### src/rtl/defines.vh
// Shared machine-wide macros: word size and data-memory micro-op encodings.
`ifndef DEFINES_VH
`define DEFINES_VH

`define WORD_SIZE 4
`define MEM_MICRO_INSTRUCTION_SIZE 2

`define MEM_NOP      2'd0
`define MEM_BUSTORAM 2'd1
`define MEM_RAMTOBUS 2'd2

`endif

### src/rtl/pioneer_pkg.sv
// Shared types for the pioneer core; holds the memory-controller FSM state.
`include "defines.vh"

package pioneer_pkg;

   typedef enum logic [1:0] {
      IDLE  = 2'd0,
      ISSUE = 2'd1,
      WAIT  = 2'd2,
      RESP  = 2'd3
   } mem_state_t;

endpackage

### src/rtl/req_fifo.sv
// In-order request queue with wrapping pointers and an occupancy count.
module req_fifo #(
   parameter  int WIDTH = 9,
   parameter  int DEPTH = 2,
   localparam int CNT_W = $clog2(DEPTH + 1)
) (
   input  logic             clk,
   input  logic             reset,
   input  logic             push,
   input  logic [WIDTH-1:0] din,
   input  logic             pop,
   output logic [WIDTH-1:0] dout,
   output logic [CNT_W-1:0] count
);

   localparam int PW = (DEPTH > 1) ? $clog2(DEPTH) : 1;

   logic [WIDTH-1:0] mem [DEPTH];
   logic [PW-1:0]    wr_ptr;
   logic [PW-1:0]    rd_ptr;

   // Pointers wrap at DEPTH, which need not be a power of two.
   function automatic logic [PW-1:0] next_ptr(input logic [PW-1:0] p);
      return (p == PW'(DEPTH - 1)) ? '0 : p + 1'b1;
   endfunction

   always_ff @(posedge clk or posedge reset) begin
      if (reset) begin
         wr_ptr <= '0;
         rd_ptr <= '0;
         count  <= '0;
      end else begin
         if (push) wr_ptr <= next_ptr(wr_ptr);
         if (pop)  rd_ptr <= next_ptr(rd_ptr);
         if (push && !pop)
            count <= count + 1'b1;
         else if (!push && pop)
            count <= count - 1'b1;
      end
   end

   always_ff @(posedge clk) begin
      if (push) mem[wr_ptr] <= din;
   end

   assign dout = mem[rd_ptr];

endmodule

### src/rtl/mem_ctrl.sv
// Data-memory controller: queues core requests and sequences them as micro-ops.
`include "defines.vh"

module mem_ctrl
   import pioneer_pkg::*;
#(
   parameter int WORD_SIZE  = `WORD_SIZE,
   parameter int FIFO_DEPTH = 2
) (
   input  logic                                   clk,
   input  logic                                   reset,
   input  logic                                   req_valid,
   output logic                                   req_ready,
   input  logic                                   req_write,
   input  logic [WORD_SIZE-1:0]                   req_addr,
   input  logic [WORD_SIZE-1:0]                   req_data,
   output logic                                   rsp_valid,
   input  logic                                   rsp_ready,
   output logic [WORD_SIZE-1:0]                   rsp_data,
   output logic [`MEM_MICRO_INSTRUCTION_SIZE-1:0] mem_instruction,
   output logic [WORD_SIZE-1:0]                   instruction_value,
   output logic [WORD_SIZE-1:0]                   bus_to_mem,
   input  logic [WORD_SIZE-1:0]                   bus_from_mem,
   output logic                                   busy
);

   localparam int REQ_W = 1 + 2 * WORD_SIZE;
   localparam int CNT_W = $clog2(FIFO_DEPTH + 1);

   mem_state_t           state, next_state;
   logic [CNT_W-1:0]     count;
   logic [REQ_W-1:0]     head;
   logic                 push, pop;
   logic                 cmd_write;
   logic [WORD_SIZE-1:0] cmd_addr;
   logic [WORD_SIZE-1:0] cmd_data;

   // Readiness looks only at occupancy, never at a same-cycle pop.
   assign req_ready = !reset && (count < CNT_W'(FIFO_DEPTH));
   assign push      = req_valid && req_ready;
   assign pop       = (state == IDLE) && (count != '0);

   req_fifo #(
      .WIDTH (REQ_W),
      .DEPTH (FIFO_DEPTH)
   ) u_req_fifo (
      .clk   (clk),
      .reset (reset),
      .push  (push),
      .din   ({req_write, req_addr, req_data}),
      .pop   (pop),
      .dout  (head),
      .count (count)
   );

   always_ff @(posedge clk or posedge reset) begin
      if (reset) state <= IDLE;
      else       state <= next_state;
   end

   always_ff @(posedge clk or posedge reset) begin
      if (reset) begin
         cmd_write <= 1'b0;
         cmd_addr  <= '0;
         cmd_data  <= '0;
         rsp_data  <= '0;
      end else begin
         if (pop) begin
            cmd_write <= head[REQ_W-1];
            cmd_addr  <= head[2*WORD_SIZE-1:WORD_SIZE];
            cmd_data  <= head[WORD_SIZE-1:0];
         end
         if (state == WAIT) rsp_data <= bus_from_mem;
      end
   end

   always_comb begin
      next_state      = state;
      mem_instruction = `MEM_NOP;
      case (state)
         IDLE:  if (count != '0) next_state = ISSUE;
         ISSUE: begin
            mem_instruction = cmd_write ? `MEM_BUSTORAM : `MEM_RAMTOBUS;
            next_state      = cmd_write ? IDLE : WAIT;
         end
         WAIT:  next_state = RESP;
         RESP:  if (rsp_ready) next_state = IDLE;
         default: next_state = IDLE;
      endcase
   end

   // Address and store data come straight from the command register, so they hold between issues.
   assign instruction_value = cmd_addr;
   assign bus_to_mem        = cmd_data;
   assign rsp_valid         = (state == RESP);
   assign busy              = !reset && ((state != IDLE) || (count != '0));

endmodule

### config.mk
export PLATFORM = sky130hd
export DESIGN_NAME = mem_ctrl
export DESIGN_NICKNAME = d
export VERILOG_FILES = /design/src/rtl/pioneer_pkg.sv /design/src/rtl/req_fifo.sv /design/src/rtl/mem_ctrl.sv
export VERILOG_INCLUDE_DIRS = /design/src /design/src/rtl
export SDC_FILE = /design/constraint.sdc
export NUM_CORES = 1
export LEC_CHECK = 0
export CORE_ASPECT_RATIO = 0.8
export CORE_MARGIN = 3
export CORE_UTILIZATION = 48
export CTS_CLUSTER_DIAMETER = 30
export DETAILED_ROUTE_END_ITERATION = 10
export MAX_ROUTING_LAYER = met4
export PLACE_DENSITY = 0.85
export SYNTH_ARGS = -nofsm -noshare
export SYNTH_HDL_FRONTEND = slang
export SYNTH_SLANG_ARGS = --single-unit
### constraint.sdc
create_clock -name clk -period 1.9 [get_ports clk]
set_input_delay 0.475 -clock clk [delete_from_list [all_inputs] [get_ports clk]]
set_output_delay 0.475 -clock clk [all_outputs]
set_load 0.01 [all_outputs]
Yosys cells after proc, flatten, opt, wreduce, memory -nomap -nowiden
Memory sizes are Yosys's and may differ from the RTL's. A register that Yosys moved wholly into a read port is not among the register bits.
Cells that the tools add are included.
{ "op_classes": {"n_mux": 12, "n_addsub": 4, "magnitude_cmp": 1, "n_reduce_logical": 15, "eq_ne": 5} }
{ "ops": {"columns": ["op", "n"], "rows": [
  ["2-bit two-way mux", 7],
  ["2-bit case mux with 4 select lines", 1],
  ["1-bit logical AND", 6],
  ["2-bit nonzero test", 3],
  ["2-bit == test (second input constant)", 2],
  ["1-bit two-way mux", 4],
  ["2-bit by 1-bit inequality test with 1-bit output (second input constant)", 2],
  ["1-bit zero test", 3],
  ["1-bit adder (second input constant)", 2],
  ["2-bit by 1-bit adder with 2-bit output (second input constant)", 1],
  ["2-bit by 1-bit == test with 1-bit output (second input constant)", 1],
  ["2-bit zero test", 1],
  ["2-bit < comparator (second input constant)", 1],
  ["2-bit AND reduction", 1],
  ["2-bit by 1-bit subtractor with 2-bit output (second input constant)", 1],
  ["1-bit logical OR", 1]
]} }
{ "totals": {"wordCells": 43, "register_bits": 10, "n_memories": 1, "output_inout_bits": 17, "input_bits": 17, "ram_bits": 18} }
{ "mem_list": {"columns": ["name", "depth", "word_bits", "rd", "rd_ports_with_merged_regs", "wr", "line_no", "rtl"], "rows": [
  ["u_req_fifo.mem", 2, 9, 1, 1, 1, "req_fifo.sv:18", "logic [WIDTH-1:0] mem [DEPTH];"]
]} }

Logic depth before layout (Yosys ltp)
{ "logic_depth": {"depth_word": 7, "depth_mapped": 7, "depth_no_buf": 7} }

By module
A second synthesis with hierarchy kept.
{ "hier_totals": {"hier_cells": 87, "area_unflattened_um2": 1451.4} }
{ "by_module_without_submodules": {"columns": ["mod", "n_inst", "cells_each", "area_each_um2", "seq_area_each_um2"], "rows": [
  ["req_fifo", 1, 43, 833.3, 640.6],
  ["mem_ctrl", 1, 44, 618.1, 375.4]
]} }

Least setup slack after synthesis
Ideal clock, no wire load.
{ "synth_timing": {"path_kind": "input to register", "start": "in reset", "end": "mem u_req_fifo.mem[0][0] (enable)", "n_path_buf": 0, "setup_ns": 0.374, "required_time_ns": 1.526, "path_stages": 3, "arrival_time_ns": 1.276, "path_slack_ns": 0.250, "cell_sequence": "nor2_1 nand2_1 nor2_1"} }
{ "synth_between": {"elab_chain_cells": 5} }
{ "synth_lines": {"columns": ["item", "line_no", "rtl"], "rows": [
  ["from (decl)", "mem_ctrl.sv:11", "input logic reset,"],
  ["1-bit zero test", "mem_ctrl.sv:39", "assign req_ready = !reset && (count < CNT_W'(FIFO_DEPTH));"],
  ["1-bit logical AND", "mem_ctrl.sv:39", null],
  ["1-bit logical AND", "mem_ctrl.sv:40", "assign push = req_valid && req_ready;"],
  ["1-bit two-way mux", "req_fifo.sv:43", "if (push) mem[wr_ptr] <= din;"],
  ["1-bit two-way mux (implied by the code)", "req_fifo.sv:43", null],
  ["to (decl)", "req_fifo.sv:18", null]
]} }
Every way passes these cells.

Final worst setup path
{ "layout_timing": {"start": "in reset", "end": "out req_ready"} }
{ "layout_between": {"elab_chain_cells": 2} }
{ "layout_lines": {"columns": ["item", "line_no", "rtl"], "rows": [
  ["1-bit zero test", "mem_ctrl.sv:39", null],
  ["1-bit logical AND", "mem_ctrl.sv:39", null],
  ["to (decl)", "mem_ctrl.sv:13", "output logic req_ready,"]
]} }
Every way passes these cells.

==> flow_metrics.tcl <==
set metrics [dict create \
    required_ns 1.42 \
    wl_met2_um 1300 \
    finalWorstPathRequiredPeriod_ns 1.87 \
    timing.reg2reg.worst_path_depth 7 \
    path_cells "clkdlybuf4s50_1 > nor2_2 > dlygate4sd2_1" \
    max-clock-path-buffers 2 \
    synth_async_reset_ratio_pct 51.4 \
    worstHoldPathCells 1 \
    postSynthNetCount 104 \
    io-pin-count 34 \
    ys_dominant_reg_cell "dfrtp_1" \
    ctsHtreeMaxLevel 2 \
    worst_slew_pin_slew_ns 0.432 \
    drt-pass1-iter-count 4 \
    cell_row_count 17 \
    route.top_layer_used "met3" \
    grt_remaining_overflow 0 \
    gr-usage-all-layers_pct 15.1 \
    post-synth-top-count-cell "dfrtp_1" \
    startpoint_type "primary input" \
    clock_insertion_delay_worst_skew_ns 0.27 \
    syn_inst 86 \
    dr.first_iter.drc_count 35 \
    yosysUniqueCellTypes 21 \
    cp_buf_inv_count 2 \
    numClockSinks 37 \
    cts_root_buf "clkbuf_8" \
    clock_transition_at_the_registers_of_the_reported_paths_ns 0.07 \
    critical_path_peak_fanout 3 \
    antenna_cells_inserted 0 \
    total_leakage_power_nw 0.816 \
    place.gp.congestion 0.724 \
    syn_to_final_growth_pct 33.9 \
    syn_area_per_cell_um2 17.1 \
    hold_class "flop to flop" \
    postRouteAntennaNets 0 \
    design_power_total_mw 3.01 \
    netlist.area_leader.share_pct 36.8 \
    dp.final_hpwl_um 1760 \
    ff_latch_count_synth 37 \
    max_slew_margin_pct 71.2 \
    io_buffer_count 33 \
    wl_met3_um 133 \
    yosysSeqAreaShare_pct 69.2 \
    cap_viol_max_count 0 \
    nets 150 \
    postRouteWirelength_um 2460 \
    final_hold_viol_count 0 \
    cts_made_buffers 5 \
    grt_max_degree 20 \
    synth.largest_area_cell "edfxtp_1" \
    final_layout_size_suffix_gt1_share_pct 29.3 \
    chipWidth_um 67.9 \
    cell_type_group_with_the_largest_total_delay_on_the_critical_path "buffers and inverters" \
    core_um2 2830 \
    vias 815 \
    finalCritPeriodShare_pct 98.6 \
    post-route-cell-area_um2 1970 \
    rsz_0062_raised_after_global_routing "false" \
    crit_path_capture_type "output pin" \
    global_route_wire_length_before_repair_um 4070 \
    synth_top_cells_by_count "19 x dfrtp_1, 18 x edfxtp_1, 14 x mux2_2, 8 x mux2_4, 4 x nor2_1" \
    die_area_um2 3760 \
    place_area_um2 1870 \
    irDropWorstVdd_mv 0.851 \
    floorplan.die.height_um 55.5 \
    critPathArrivalTime_ns 1.40 \
    maxClockFrequency_ghz 0.534 \
    drc_errors 0 \
    synthesis.yosys.warnings 0 \
    viasPerCell 4.77 \
    p_per_area_nw_per_um2 1530 \
    floorplan.initialDensity_pct 51.9 \
    cp_slowest_cell "clkdlybuf4s50_1" \
    outcome "completed" \
    synth.area.top_cells "edfxtp_1 37%, dfrtp_1 32%, mux2_2 11%" \
    summed_instance_area_of_the_synthesized_netlist_um2 1470 \
    nFillCells 191 \
    avgRoutedWirePerCell_um 14.4 \
    drv_slew 0 \
    number_of_setup_violations_in_the_final_report 0 \
    max_stage_delay_ns 0.46 \
    route.layer.met1.wl_um 1030 \
    criticalPathCategory "primary input to output pin" \
    synth_enable_flop_cells 18 \
    worst-path-stages 3 \
    antenna_found_initial 0 \
    vias_in_the_first_global_route 897 \
    finalClockSkew_ns 0.00512 \
    cts_tree "yes" \
]
metal layers:
metal	track usage, %	vias to the layer above
met5	-	-
met2	26.6	24
met1	16.1	394
met4	2.55	0
li1	-	397
met3	5.49	0
cell usage in the layout, fill, tap and decap left out:
master,count
inv_1,2
clkbuf_1,3
clkdlybuf4s50_1,29
o21ai_0,1
xnor2_1,3
buf_4,8
nor2_1,3
clkbuf_8,5
nand2b_1,2
mux2_4,8
edfxtp_1,18
ha_1,1
nor3b_1,1
and3_1,1
mux2_2,14
and2_1,1
xor2_1,2
o21ai_2,1
and3b_1,1
a21oi_1,1
dfrtp_1,18
nand2_1,3
dfrtp_2,1
nor2_2,2
dlygate4sd2_1,4
path summary, 6_finish.rpt:
kind	startpoint	to	slack, ns
worst max-delay path	reset	req_ready	0.03
worst min-delay path	u_req_fifo.wr_ptr	u_req_fifo.wr_ptr	0.49
worst max register to register	flop	u_req_fifo.count[1]	0.34
worst min register to register	u_req_fifo.wr_ptr	u_req_fifo.wr_ptr	0.49
max in group asynchronous	reset	state[0]	1.06
min in group asynchronous	reset	u_req_fifo.rd_ptr	0.63
where the power goes:
| group | total [mW] | internal, mW | switching [mW] |
|---|---|---|---|
| Sequential | 1.30 | 1.10 | 0.201 |
| Combinational | 1.21 | 0.782 | 0.427 |
| Clock | 0.494 | 0.260 | 0.234 |
| Total | 3.01 | 2.14 | 0.862 |
area by class of cell:
| cell class | instances | area, µm² | area share, % |
|---|---|---|---|
| inverters | 2 | 7.51 | 0.382 |
| repair buffers | 41 | 385 | 19.6 |
| well taps | 38 | 47.5 | 2.42 |
| multi-input cells | 45 | 429 | 21.8 |
| flip-flops and latches | 37 | 1020 | 51.7 |
| clock buffers | 8 | 80.1 | 4.07 |
per-stage QoR:
stage                     hold slack [ns]  setup TNS [ns]  util (%)  cells  setup WS, ns
final                               0.491               0      69.5    171        0.0269
after CTS                           0.494               0      69.5    171        0.0335
after global placement              0.475          -0.356      66.2    161        -0.208
after detailed placement            0.480          -0.548      66.2    161        -0.279
after floorplan                     0.426               0         -     86         0.250
after global routing                0.511               0      69.5    171        0.0128
state kept, by name, summed over array words and instances (netlist names), named ones only:
| name | count |
|---|---|
| bus_to_mem | 4 |
| cmd_write | 1 |
| instruction_value | 4 |
| rsp_data | 4 |
| state | 1 |
| u_req_fifo.count | 2 |
| u_req_fifo.mem | 18 |
| u_req_fifo.rd_ptr | 1 |
| u_req_fifo.wr_ptr | 1 |
kinds of logic after synthesis:
| kind of cell | after synthesis | synth area share [%] |
|---|---|---|
| adder cells (fa/ha/maj) | 1 | 0.852 |
| AND/OR/NAND/NOR | 14 | 5.03 |
| buffers and inverters | 4 | 1.79 |
| XOR/XNOR | 5 | 2.98 |
| multiplexers | 22 | 18.9 |
| AO/OA/AOI/OAI | 3 | 1.28 |
| flip-flops | 37 | 69.2 |
timing repair:
action,in CTS,in global routing
buffers inserted,2,0
hold buffers,0,0
pin swaps,0,0
gates resized for setup,5,1
setup endpoints to repair,4,1
(Power assumes the default switching activity.)
